<file path="config.mk">
export PLATFORM = sky130hd
export DESIGN_NAME = sync_tx_sched
export DESIGN_NICKNAME = d
export VERILOG_FILES = /design/src/rtl/sync_tx_sched_pkg.sv /design/src/rtl/sync_rr_pick.sv /design/src/rtl/sync_tx_sched.sv
export SDC_FILE = /design/constraint.sdc
export NUM_CORES = 1
export LEC_CHECK = 0
export ABC_AREA = 1
export CAP_MARGIN = 20
export CELL_PAD_IN_SITES_DETAIL_PLACEMENT = 0
export CELL_PAD_IN_SITES_GLOBAL_PLACEMENT = 1
export CORE_UTILIZATION = 48
export DETAILED_ROUTE_END_ITERATION = 7
export DONT_BUFFER_PORTS = 1
export MAX_ROUTING_LAYER = met4
export PLACE_DENSITY = 0.86
export SETUP_SLACK_MARGIN = 0.05
export SYNTH_ARGS = -nofsm -noshare
export SYNTH_HDL_FRONTEND = slang
export SYNTH_SLANG_ARGS = --single-unit
</file>
<file path="constraint.sdc">
create_clock -name clk_tx -period 3.6 [get_ports clk_tx]
set_input_delay 0.36 -clock clk_tx [delete_from_list [all_inputs] [get_ports clk_tx]]
set_output_delay 0.36 -clock clk_tx [all_outputs]
set_load 0.01 [all_outputs]
</file>
<file path="src/rtl/sync_tx_sched_pkg.sv">
// Shared types and constants for the transmit-side scheduler that feeds the sync_multi channel.
package sync_tx_sched_pkg;

    typedef enum logic [1:0] {
        StIdle     = 2'd0,
        StLaunch   = 2'd1,
        StWaitDone = 2'd2
    } state_e;

    localparam int unsigned DATA_MSB_DEF = 7;
    localparam int unsigned XFER_CNT_W   = 16;
    localparam int unsigned TIMER_W      = 16;
    localparam int unsigned TIMEOUT_DEF  = 255;

endpackage

</file>
<file path="src/rtl/sync_rr_pick.sv">
// Combinational round-robin picker: first set request at or above the pointer, wrapping.
module sync_rr_pick #(
    parameter int unsigned NREQ = 4,
    parameter int unsigned IdxW = $clog2(NREQ)
) (
    input  logic [NREQ-1:0] req_i,
    input  logic [IdxW-1:0] ptr_i,
    output logic [NREQ-1:0] gnt_o,
    output logic [IdxW-1:0] idx_o,
    output logic            valid_o
);

    assign valid_o = |req_i;

    always_comb begin
        logic [IdxW-1:0] cand;
        logic            found;
        gnt_o = '0;
        idx_o = '0;
        found = 1'b0;
        cand  = '0;
        for (int k = 0; k < int'(NREQ); k++) begin
            cand = IdxW'((int'(ptr_i) + k) % int'(NREQ));
            if (!found && req_i[cand]) begin
                found       = 1'b1;
                gnt_o[cand] = 1'b1;
                idx_o       = cand;
            end
        end
    end

endmodule

</file>
<file path="src/rtl/sync_tx_sched.sv">
// Round-robin transmit scheduler sharing one sync_multi channel; holds the word across the
// f/d handshake, acks the winner on done and flags a sticky error if a phase stalls.
module sync_tx_sched
    import sync_tx_sched_pkg::*;
#(
    parameter int unsigned DATA_MSB = DATA_MSB_DEF,
    parameter int unsigned NREQ     = 4,
    parameter int unsigned TIMEOUT  = TIMEOUT_DEF
) (
    input  logic                       clk_tx,
    input  logic                       reset,
    input  logic [NREQ-1:0]            req,
    input  logic [NREQ*(DATA_MSB+1)-1:0] req_data,
    output logic [NREQ-1:0]            ack,
    output logic [NREQ-1:0]            gnt,
    output logic [DATA_MSB:0]          in_data,
    output logic                       v,
    input  logic                       f,
    input  logic                       d,
    output logic                       err,
    output logic [XFER_CNT_W-1:0]      xfer_cnt
);

    localparam int unsigned W    = DATA_MSB + 1;
    localparam int unsigned IdxW = $clog2(NREQ);

    state_e                state_q, state_d;
    logic [NREQ-1:0]       gnt_q, gnt_d;
    logic [NREQ-1:0]       ack_q, ack_d;
    logic [IdxW-1:0]       idx_q, idx_d;
    logic [IdxW-1:0]       ptr_q, ptr_d;
    logic [W-1:0]          data_q, data_d;
    logic                  err_q, err_d;
    logic [XFER_CNT_W-1:0] xfer_cnt_q, xfer_cnt_d;
    logic [TIMER_W-1:0]    timer_q, timer_d;

    logic [NREQ-1:0]       pick_gnt;
    logic [IdxW-1:0]       pick_idx;
    logic                  pick_valid;
    logic [W-1:0]          pick_data;
    logic [IdxW-1:0]       next_ptr;
    logic                  timeout_hit;
    logic                  complete;
    logic                  abort;

    sync_rr_pick #(
        .NREQ (NREQ),
        .IdxW (IdxW)
    ) u_pick (
        .req_i   (req),
        .ptr_i   (ptr_q),
        .gnt_o   (pick_gnt),
        .idx_o   (pick_idx),
        .valid_o (pick_valid)
    );

    always_comb begin
        pick_data = '0;
        for (int i = 0; i < int'(NREQ); i++) begin
            if (pick_idx == IdxW'(i)) begin
                pick_data = req_data[i*W +: W];
            end
        end
    end

    assign next_ptr    = (idx_q == IdxW'(NREQ - 1)) ? '0 : idx_q + 1'b1;
    // Timer starts at 0 on phase entry, so TIMEOUT-1 marks the TIMEOUT-th cycle in the phase.
    assign timeout_hit = (timer_q == TIMER_W'(TIMEOUT - 1));

    always_comb begin
        state_d    = state_q;
        gnt_d      = gnt_q;
        ack_d      = '0;
        idx_d      = idx_q;
        ptr_d      = ptr_q;
        data_d     = data_q;
        err_d      = err_q;
        xfer_cnt_d = xfer_cnt_q;
        timer_d    = timer_q;
        complete   = 1'b0;
        abort      = 1'b0;

        unique case (state_q)
            StIdle: begin
                if (pick_valid && !f) begin
                    gnt_d   = pick_gnt;
                    idx_d   = pick_idx;
                    data_d  = pick_data;
                    timer_d = '0;
                    state_d = StLaunch;
                end
            end
            StLaunch: begin
                timer_d = timer_q + 1'b1;
                if (d) begin
                    complete = 1'b1;
                end else if (f) begin
                    timer_d = '0;
                    state_d = StWaitDone;
                end else if (timeout_hit) begin
                    abort = 1'b1;
                end
            end
            StWaitDone: begin
                timer_d = timer_q + 1'b1;
                if (d) begin
                    complete = 1'b1;
                end else if (timeout_hit) begin
                    abort = 1'b1;
                end
            end
            default: begin
                state_d = StIdle;
            end
        endcase

        if (complete) begin
            ack_d      = gnt_q;
            xfer_cnt_d = xfer_cnt_q + 1'b1;
        end
        if (complete || abort) begin
            ptr_d   = next_ptr;
            gnt_d   = '0;
            state_d = StIdle;
        end
        if (abort) begin
            err_d = 1'b1;
        end
    end

    always_ff @(posedge clk_tx) begin
        if (!reset) begin
            state_q    <= StIdle;
            gnt_q      <= '0;
            ack_q      <= '0;
            idx_q      <= '0;
            ptr_q      <= '0;
            data_q     <= '0;
            err_q      <= 1'b0;
            xfer_cnt_q <= '0;
            timer_q    <= '0;
        end else begin
            state_q    <= state_d;
            gnt_q      <= gnt_d;
            ack_q      <= ack_d;
            idx_q      <= idx_d;
            ptr_q      <= ptr_d;
            data_q     <= data_d;
            err_q      <= err_d;
            xfer_cnt_q <= xfer_cnt_d;
            timer_q    <= timer_d;
        end
    end

    assign ack      = ack_q;
    assign gnt      = gnt_q;
    assign in_data  = data_q;
    assign v        = (state_q == StLaunch);
    assign err      = err_q;
    assign xfer_cnt = xfer_cnt_q;

endmodule

</file>
Word level (Yosys, flattened, before mapping). Index checks and enable logic that the tools add are counted.

Output and inout bits: 34. Flip-flop bits (word level): 55.

Reductions and logical operators: 23. Bitwise gates (word level): 5. Magnitude comparators: 8. Add/sub/neg operators: 6. Equal/unequal tests: 10. Mux-type cells: 47.

Operators with widths (number): $mux 16 (3); $pmux 16 s3 (1); $add 16x1->16 const B (2); $mux 8 (4); $mux 1 (17); $eq 16x8->1 const B (1); $mux 2 (8); $mux 4 (4); $lt 2x3->1 const B (4); $or 4x4->4 (3); $bmux 1 s2 (4); $demux 1 s2 (4); $eq 2x2->1 const B (4); $ge 2x1->1 const B (4); $logic_and 1x1->1 (8); $pmux 2 s3 (1); $reduce_and 2->1 (3); $add 2x1->2 const B (2); $add 2x2->2 const B (2); $eq 2x1->1 const B (2); $logic_not 1->1 (4); $logic_not 2->1 (2); $ne 2x2->1 const B (2); $reduce_and 4->1 (1); other kinds (7) (9).

Logic depth before layout (Yosys ltp).
Depth after elaboration: 17. Mapped depth: 17. Gate-level depth less buffers: 16.

Cells and area by module. A second synthesis with hierarchy kept.

Cells, all modules: 509. Area total of the unflattened synthesis: 3390.8 µm².

Modules (own cells, without submodules): sync_tx_sched (area an instance 2856.5 µm², cells an instance 426, times used 1); sync_rr_pick (area an instance 534.3 µm², cells an instance 83, times used 1).

Worst setup path after synthesis. No wires, ideal clock.

Path kind: register -> register. From: register ptr_q[1]. To: register data_q[3] (netlist: in_data[3]). Path slack: 1.398 ns. Data arrival time: 2.065 ns. Data required time: 3.463 ns. Period minus slack after synthesis: 2.202 ns. Buffers on the path: 1. Stages on the path, launching flop included: 17. Cell sequence: dfxtp_1 -> inv_2 -> ha_1 -> inv_1 -> nand3_1 -> nand2_2 -> nor2_2 -> nor2_2 -> nand2_4 -> nand2_4 -> inv_4 -> nand2_4 -> buf_6 -> o21ai_1 -> inv_1 -> nand2_1 -> a21oi_2.

Longest elaborated chain between the ends: 17. Elaborated cells between the ends (all ways): 32. Those cells by class: 3 x add/sub; 3 x eq/ne; 19 x mux; 7 x reduce/logical.

Ends and longest elaborated chain: start: declaration (line sync_tx_sched.sv:31) `logic [IdxW-1:0] ptr_q, ptr_d;`; start signal: assignment (line sync_tx_sched.sv:147) `ptr_q <= ptr_d;`; branches (longest 11 deep; another with $add 2x1->2); $mux 2 * (line sync_rr_pick.sv:24) `if (!found && req_i[cand]) begin`; $logic_not 2->1 (line sync_tx_sched.sv:60) `if (pick_idx == IdxW'(i)) begin`; $mux 8 (3 in series) (line sync_tx_sched.sv:60); $mux 8 * (line sync_tx_sched.sv:60); end signal: assignment (line sync_tx_sched.sv:148) `data_q <= data_d;`; end: declaration (line sync_tx_sched.sv:32) `logic [W-1:0] data_q, data_d;`.

Mark *: on every way between the ends. The select of a mux whose other input is x is not followed. A chain may end at the register's enable or synchronous reset.

Final worst setup path.
From: register ptr_q[0]. To: register data_q[3] (netlist: in_data[3]).

The elaborated chain is that of the path after synthesis.

==> flow_metrics.tcl <==
set metrics [dict create \
    run_status "finished, final reports clean" \
    std_cell_rows 29 \
    globalplace.congestion 0.8530 \
    highest_delay_cell_along_the_critical_path "dfxtp_1" \
    power.static_leakage_nw 1.387 \
    syn_area_per_cell_sq_um 7.092 \
    detailedPlacementHpwl_um 5326 \
    critPathRequiredTime_ns 3.84 \
    clock_sinks 55 \
    worst_setup_path_start_kind "flop" \
    route.antenna.remaining_nets 0 \
    drt_first_pass_iters 4 \
    finalHoldViolCount 0 \
    globalRoute.totalOverflow 0 \
    fin_crit_period_ns 2.910 \
    globalRoute.busiestLayer "met2" \
    worst_skew_pair.late_latency_ns 0.31 \
    synth_compound_gate_area_share 0.1598 \
    antenna-diode-count 0 \
    die-width_um 83.18 \
    timing.final.crit_share 0.8083 \
    simple_gate_share_of_the_synthesized_area 0.3271 \
    synth_warnings 0 \
    grt_use_met1 0.2639 \
    cts_max_level 2 \
    clock_skew_ns 0.005529 \
    tritoncts "built" \
    number_of_placed_i_o_pins 74 \
    syn_inst 446 \
    clock.fmax_ghz 0.3436 \
    worst_path_largest_cell_delay_ns 0.75 \
    routed_wirelength_um 6977 \
    worst-slew-pin-transition_ns 0.8844 \
    syn-num-nets 501 \
    path_category_of_the_worst_min_delay_check "in2reg" \
    antenna_found_initial 0 \
    worst_setup_path_type "reg2reg" \
    layout-area-overhead-vs-synth_pct 4.509 \
    cts.reportedPaths.clkPinSlew_ns 0.11 \
    register_bit_total_from_synthesis 55 \
    powerDensity_nw_per_um2 676.2 \
    fin_hold_ws_ns 0.1699 \
    crit_chain "inv_2, ha_1, inv_1, nand3_1, nand2_2, nor2_2, nor2_2, nand2_4, nand2_4, nor2_2, nand2_1, nand4_1, nand2_1, a21oi_2" \
    synthesis.area_sq_um 3163 \
    end_kind "flop" \
    slew_viol_final 0 \
    crit_path_max_fanout 18 \
    synth_seq_area_share 0.3481 \
    grt_util_met3 0.04970 \
    synth_xor_xnor_area_share 0.01108 \
    finalSetupViolations 0 \
    vias_per_cell 5.335 \
    vdd_drop_max_v 0.0005394 \
    design.core.area_sq_um 6350 \
    critPathArrivalTime_ns 3.15 \
    cts_root_buffer "clkbuf_8" \
    number_of_drc_violations_after_detailed_routing_iteration_0 141 \
    synth.area.mux_share 0 \
    cap_violations 0 \
    synthAdderAreaFrac 0.05934 \
    portBuffers 0 \
    design.final.nets 500 \
    initial_utilization 0.4981 \
    pre_cts_worst_setup_slack_ns 0.7512 \
    grt_pass1_vias 2574 \
    unrepaired_setup_endpoints_after_global_routing "no" \
    die-area_sq_um 6918 \
    relative_slew_slack 0.4098 \
    grt_use_total 0.2077 \
    clockBufferDepth 2 \
    synthDistinctLibCells 42 \
    grt_start_max_net_pins 24 \
    share_of_post_route_cells_with_drive_strength_above_1 0.09641 \
    finalSetupTns_ns 0 \
    timing.critical_path.mode_cell "nor2_2" \
    wire_length_of_the_first_global_routing_pass_um 11770 \
    post_cts_resized 0 \
    largest_family_of_logic_cells_by_synthesized_area "simple AND/OR/NAND/NOR gates" \
    post_cts_hold_buffer_count 0 \
    grt_use_met2 0.3390 \
    route.detailed.wl_per_inst_um 13.34 \
    via_count 2790 \
    drcViolationCount 0 \
    post-route-worst-setup-slack_ns 0.6900 \
    vertical_die_dimension_um 83.18 \
    tritoncts.num_buffers 5 \
    cts.repair_timing.setup_buffer_count 0 \
]
## cell usage in the layout (no fill, tap or decap), drive strengths merged, types with 3 or more instances in the layout
cell / Yosys / layout
a211oi: 6 / 6
a21oi: 31 / 31
a221oi: 4 / 4
a31oi: 6 / 6
clkbuf: 5 / 5
dfxtp: 55 / 55
ha: 15 / 15
inv: 62 / 64
nand2: 100 / 100
nand3: 41 / 41
nand4: 15 / 15
nor2: 39 / 39
nor3: 12 / 12
nor3b: 3 / 3
o21ai: 30 / 30
xor2: 3 / 3
## where the power goes
part           internal [mW]  switching (mW)  total [mW]
registers              0.700           0.128       0.827
logic                  0.346           0.707        1.05
clock network          0.141           0.213       0.355
total                   1.19            1.05        2.24
## logic make-up after synthesis
family	Yosys count
and+or+nand+nor	215
AOI/OAI and AO/OA	84
xor gates and xnor gates	4
DFF	55
buffers and inverters	73
adders and majority gates	15
## cell type report
type	instances	area [sq um]
clock buffer	5	68.82
clock inverter	3	22.52
fill	648	3044
inverter	63	239.0
multi-input combinational	318	1763
sequential	55	1101
tap	77	96.34
timing repair buffer	2	15.01
## critical path, delay by kind of cell, from the launching register on
kind	cells	cell delay, ns
compound gates	1	0.10
flops	1	0.75
buf+inv	2	0.35
simple gates	10	1.22
fa+ha+maj	1	0.41
## registers in the layout (all words and copies together) (netlist names), 2 cells and up
register	flops
ack	4
gnt	4
idx_q	2
in_data	8
ptr_q	2
state_q	2
timer_q	16
xfer_cnt	16
## Yosys cell counts (all sizes together)
cell type	count	share of area
nor3b	3	0.0071
inv	62	0.074
nand3b	2	0.0047
ha	15	0.059
nand2	100	0.14
a221oi	4	0.011
nor3	12	0.022
xor2	3	0.0083
o211ai	1	0.0024
o21ai	30	0.049
nand4	15	0.030
o21ba	1	0.0032
a211oi	6	0.014
nand3	41	0.068
nor2	39	0.052
o21bai	1	0.0024
buf	5	0.013
xnor2	1	0.0028
a21oi	31	0.056
a21boi	1	0.0024
or2	1	0.0020
a22oi	1	0.0024
clkbuf	5	0.0059
dfxtp	55	0.35
o21a	1	0.0024
nor4	2	0.0040
clkinv	1	0.0012
o311ai	1	0.0028
a31oi	6	0.012
## routing by layer
| layer | up-vias | wire length, um |
|---|---|---|
| met5 | - | 0 |
| met4 | 0 | 21 |
| met1 | 1261 | 3392 |
| met3 | 2 | 302 |
| li1 | 1480 | - |
| met2 | 47 | 3261 |
## metrics by stage
step / area (sq um) / utilization / cells / total power [mW]
CTS: 3306 / 0.5206 / 523 / 2.251
global placement: 3214 / 0.5062 / 515 / 1.877
detailed placement: 3214 / 0.5062 / 515 / 1.897
finish: 3306 / 0.5206 / 523 / 2.235
global route: 3306 / 0.5206 / 523 / 2.442
floorplan: 3163 / - / 446 / 1.706
## worst paths after layout
path | start | to | slack [ns] | cells past startpoint
max | ptr_q[0]$_SDFFE_PN0P_ | in_data[3]$_SDFFE_PN0P_ | 0.69 | 14
min | reset | xfer_cnt[10]$_SDFFE_PN0P_ | 0.17 | 2
max reg2reg | ptr_q[0]$_SDFFE_PN0P_ | in_data[3]$_SDFFE_PN0P_ | 0.69 | 14
min reg2reg | timer_q[5]$_SDFFE_PN0P_ | timer_q[5]$_SDFFE_PN0P_ | 0.50 | 2
(Power assumes the default switching activity.)
